### config.mk
export PLATFORM = sky130hd
export DESIGN_NAME = pipe_mem_access
export DESIGN_NICKNAME = d
export VERILOG_FILES = /design/src/rtl/pipe_mem_access.sv
export SDC_FILE = /design/constraint.sdc
export NUM_CORES = 1
export LEC_CHECK = 0
export CELL_PAD_IN_SITES_DETAIL_PLACEMENT = 0
export CELL_PAD_IN_SITES_GLOBAL_PLACEMENT = 1
export CORE_ASPECT_RATIO = 1.5
export CORE_MARGIN = 8
export CORE_UTILIZATION = 50
export DETAILED_ROUTE_END_ITERATION = 10
export DONT_BUFFER_PORTS = 1
export PLACE_DENSITY = 0.86
export SETUP_SLACK_MARGIN = 0.1
export SYNTH_ARGS = -nofsm -noshare
export SYNTH_HDL_FRONTEND = slang
export SYNTH_SLANG_ARGS = --single-unit
### constraint.sdc
create_clock -name clock -period 2.4 [get_ports clock]
set_input_delay 0.24 -clock clock [delete_from_list [all_inputs] [get_ports clock]]
set_output_delay 0.24 -clock clock [all_outputs]
set_load 0.005 [all_outputs]
### src/rtl/pipe_mem_access.sv
`default_nettype none
// ============================================================================
// Module      : pipe_mem_access
// Description : MEM stage. It issues loads and stores over a req/ack bus and
//               stalls upstream until the bus responds. Optional bus timeout
//               is enabled by defining DMEM_TIMEOUT_EN.
// Revision    : 1.0 - initial release
// ============================================================================
module pipe_mem_access #(
    parameter int          TIMEOUT_CYCLES = 16,
    parameter logic [31:0] ABORT_DATA     = 32'hDEADBEEF
) (
    input  logic        clock,
    input  logic        resetn,
    input  logic        mwreg,
    input  logic        mm2reg,
    input  logic        mwmem,
    input  logic [31:0] malu,
    input  logic [31:0] mb,
    input  logic [4:0]  mrn,
    input  logic        dm_ack,
    input  logic [31:0] dm_rdata,
    output logic        dm_req,
    output logic        dm_we,
    output logic [31:0] dm_addr,
    output logic [31:0] dm_wdata,
    output logic        mem_stall,
    output logic        misalign,
`ifdef DMEM_TIMEOUT_EN
    output logic        timeout,
`endif
    output logic        wwreg,
    output logic        wm2reg,
    output logic [31:0] wmo,
    output logic [31:0] walu,
    output logic [4:0]  wrn
);

    localparam logic c_IDLE = 1'b0;
    localparam logic c_BUSY = 1'b1;

    logic        r_state;
    logic        w_next;
    logic        w_access;
    logic        w_aligned;
    logic        w_start;
    logic        w_misal;
    logic        w_abort;
    logic        r_l_wreg;
    logic        r_l_m2reg;
    logic [31:0] r_l_alu;
    logic [4:0]  r_l_rn;

    // A store takes priority when both mwmem and mm2reg are set.
    assign w_access  = mwmem | mm2reg;
    assign w_aligned = (malu[1:0] == 2'b00);
    assign w_start   = (r_state == c_IDLE) && w_access && w_aligned;
    assign w_misal   = (r_state == c_IDLE) && w_access && !w_aligned;

`ifdef DMEM_TIMEOUT_EN
    localparam int c_CW = (TIMEOUT_CYCLES > 1) ? $clog2(TIMEOUT_CYCLES) : 1;
    localparam logic [c_CW-1:0] c_TO_LAST = c_CW'(TIMEOUT_CYCLES - 1);

    logic [c_CW-1:0] r_to_cnt;

    assign w_abort = (r_state == c_BUSY) && !dm_ack && (r_to_cnt == c_TO_LAST);

    always_ff @(posedge clock or negedge resetn) begin
        if (!resetn) begin
            r_to_cnt <= '0;
            timeout  <= 1'b0;
        end else begin
            if (w_start)
                r_to_cnt <= '0;
            else if ((r_state == c_BUSY) && !dm_ack && !w_abort)
                r_to_cnt <= r_to_cnt + 1'b1;
            if (w_abort)
                timeout <= 1'b1;
        end
    end
`else
    logic w_unused_cfg;
    assign w_unused_cfg = ^(32'(TIMEOUT_CYCLES));
    assign w_abort      = 1'b0;
`endif

    always_ff @(posedge clock or negedge resetn) begin
        if (!resetn)
            r_state <= c_IDLE;
        else
            r_state <= w_next;
    end

    always_comb begin
        w_next = r_state;
        case (r_state)
            c_IDLE:  if (w_start) w_next = c_BUSY;
            c_BUSY:  if (dm_ack || w_abort) w_next = c_IDLE;
            default: w_next = c_IDLE;
        endcase
    end

    always_comb begin
        mem_stall = 1'b0;
        dm_req    = 1'b0;
        case (r_state)
            c_IDLE:  mem_stall = w_start;
            c_BUSY: begin
                dm_req    = 1'b1;
                mem_stall = !dm_ack && !w_abort;
            end
            default: ;
        endcase
    end

    always_ff @(posedge clock or negedge resetn) begin
        if (!resetn) begin
            dm_we     <= 1'b0;
            dm_addr   <= '0;
            dm_wdata  <= '0;
            misalign  <= 1'b0;
            wwreg     <= 1'b0;
            wm2reg    <= 1'b0;
            wmo       <= '0;
            walu      <= '0;
            wrn       <= '0;
            r_l_wreg  <= 1'b0;
            r_l_m2reg <= 1'b0;
            r_l_alu   <= '0;
            r_l_rn    <= '0;
        end else if (w_start) begin
            dm_addr   <= {malu[31:2], 2'b00};
            dm_wdata  <= mb;
            dm_we     <= mwmem;
            r_l_wreg  <= mwreg;
            r_l_m2reg <= mm2reg;
            r_l_alu   <= malu;
            r_l_rn    <= mrn;
            wwreg     <= 1'b0;
            wm2reg    <= 1'b0;
        end else if (w_misal) begin
            misalign  <= 1'b1;
            wwreg     <= 1'b0;
            wm2reg    <= 1'b0;
        end else if (r_state == c_IDLE) begin
            wwreg     <= mwreg;
            wm2reg    <= 1'b0;
            wmo       <= '0;
            walu      <= malu;
            wrn       <= mrn;
        end else if (dm_ack || w_abort) begin
            // Stores never write back; a timed-out load returns ABORT_DATA.
            wwreg     <= r_l_wreg & ~dm_we;
            wm2reg    <= r_l_m2reg & ~dm_we;
            wmo       <= dm_we ? 32'd0 : (dm_ack ? dm_rdata : ABORT_DATA);
            walu      <= r_l_alu;
            wrn       <= r_l_rn;
        end
    end

endmodule
`default_nettype wire

==> out/metrics.cfg <==
[placement]
port_buffers=0
dp_cells=508
hpwl_um=9920
gp_congestion=0.735

[critical_path]
path_cells=nor4_4, buf_4, a21o_1
cpLargestDelayFamily=flip-flops
cp_slowest_cell=dfrtp_2
cp-start-kind=register
cp_data_arrival_time_ns=1.72
crit_required_ns=2.16
path_buf_inv=1
setup.worst_path.end_class=primary output
crit_type=reg2out
timing.critical_path.slowest_cell_delay_ns=0.46
crit_fanout=20

[power]
p_sw_frac=0.263
pwr-share-clk=0.369
vdd_ir_drop_max_uv=573
power_density_nw_per_um2=951
p_switching_uw=1890
pwr-share-comb=0.136
seq_power_share=0.495
p_leak_uw=0.00331
p_int_uw=5310

[logic_synthesis]
ys.flop_type=dfrtp_1
synth.distinct_cells=24
ys_seq_elements=145
yosys_warnings=0
synth_top_cells_by_count=145 x dfrtp_1, 138 x mux2_2, 32 x buf_4
synth-async-reset-ratio=1.00
syn_inst=402
synth_edf_count=0
yosysSeqAreaShare=0.594
synth_most_common_cell=dfrtp_1
synth_top_cell_by_area=dfrtp_1
syn-cell-area_um2=6100
avgSynthCellArea_um2=15.2
synth_top_area_frac=0.594
synthTopCellsByArea=dfrtp_1 59%, mux2_2 25%, buf_4 3.9%, a22o_1 3.9%, buf_6 1.3%

[clock_network]
cts_made_buffers=17
cts-resized-gates=0
cts_tree=yes
post-cts-setup-buffers=0
cts.path.max_buffers=2
insertion_delay_ns=0.40
root_buffer=clkbuf_16
clk_pin_slew_ns=0.06
cts-htree-levels=4
postCtsHoldBufs=97
clock_sinks=145

[route]
drtAntennaViolNets=0
vias_per_cell=5.60
drc_errors=0
wl_um=14900
dr_total_vias=3581
top_layer=met4
wl_met1_um=4930
first_iter_violations=96
met3_length_um=1480
firstDrtPassIters=4
wl_per_cell_um=23.3
routed-wl-met2_um=8050

[global_route]
grt_use_total=0.185
grt_pass1_wl_um=23100
grt_max_degree=146
grt_overflow=0
antenna_found_initial=2
grt_pass1_vias=4064

[sta]
grt_setup_unrepaired=no
setup_viol=0
finalCritPeriodShare=0.818
fin_crit_ns=1.96
fmax_ghz=0.509
finalSetupTns_ns=0
holdWs_ns=-0.468
slew_violations=0
hold_viol_final=145
fin_skew_ns=0.00793

[die]
rows=49
io_pins=246
start_util=0.511
fp.coreArea_um2=12000
die_area_um2=16100
fp.dieH_um=151
die_x_um=106

[run]
max_cap_viol_count=0

[final_layout]
final_cells=639
area_growth_pct=24.1
fill_cells=879
drive_gt1_frac=0.374
nets=578

[min_path]
hp-class=in2async

[status]
status=complete, but fails checks
violations=hold timing

-- layer usage --
metal / vias up / track usage
li1: 1555 / -
met1: 1836 / 0.187
met2: 162 / 0.320
met3: 28 / 0.0830
met4: 0 / 0.0890
met5: - / 0
-- final cells by class --
type                    instances  area [um2]  area share
diodes                          2        5.00    0.000661
clock buffers                  20         467      0.0616
clock inverters                12         144      0.0190
inverters                       2        7.51    0.000991
multi-input cells             201        2100       0.277
flip-flops and latches        145        3630       0.479
well taps                     153         191      0.0253
repair buffers                104        1040       0.137
-- metrics by stage --
| stage | total power, uW | area (um2) | setup WS, ns | util |
|---|---|---|---|---|
| floorplan | 4300 | 6110 | 0.587 | - |
| global placement | 4390 | 5990 | 0.771 | 0.501 |
| detailed placement | 4480 | 5990 | 0.728 | 0.501 |
| CTS | 7310 | 7570 | 0.408 | 0.633 |
| global route | 7550 | 7580 | 0.331 | 0.634 |
| finish | 7210 | 7580 | 0.437 | 0.634 |
-- final timing paths --
path                                 to  startpoint  slack, ns  depth (start not counted)
max                           mem_stall     r_state       0.44                          3
min                        dm_wdata[13]      resetn      -0.47                          0
max reg2reg                 r_l_alu[25]     r_state       0.71                          3
min reg2reg                  r_l_alu[0]  r_l_alu[0]       0.50                          1
max in group asynchronous       r_state      resetn       2.57                          0
min in group clock               wm2reg      dm_ack       0.02                          2
-- cells by family after synthesis --
group | synth area share
multiplexers | 0.266
buffers and inverters | 0.0656
AND/OR/NAND/NOR | 0.0228
flip-flops | 0.594
other | 0.000614
AO/OA/AOI/OAI | 0.0510
-- state kept, by name, indices dropped and copies added (netlist names) --
register and flops:
dm_wdata 32, dm_we 1, misalign 1, r_l_alu 32
r_l_m2reg 1, r_l_rn 5, r_l_wreg 1, r_state 1
walu 32, wm2reg 1, wmo 32, wrn 5
wwreg 1
-- power groups by stage --
stage | combinational, uW | clock, uW | sequential [uW]
after CTS | 986 | 2740 | 3580
after floorplan | 943 | 0 | 3360
after detailed placement | 857 | 0 | 3620
after global placement | 796 | 0 | 3590
final | 980 | 2660 | 3570
after global routing | 1060 | 2840 | 3640
-- cell usage in the layout, fill, tap and decap left out, types with 2 or more instances in the layout --
master / n
dfrtp_1: 144
mux2_2: 138
dlygate4sd3_1: 97
a22o_1: 27
clkbuf_16: 17
a21o_1: 6
mux2_1: 6
inv_6: 6
buf_4: 6
and4b_1: 5
nor2b_1: 3
clkbuf_8: 3
clkinvlp_4: 3
diode_2: 2
inv_1: 2
nor2_1: 2
nand2_1: 2
o21ai_0: 2
conb_1: 2
bufinv_16: 2
Power figures use the tool's default switching activity.
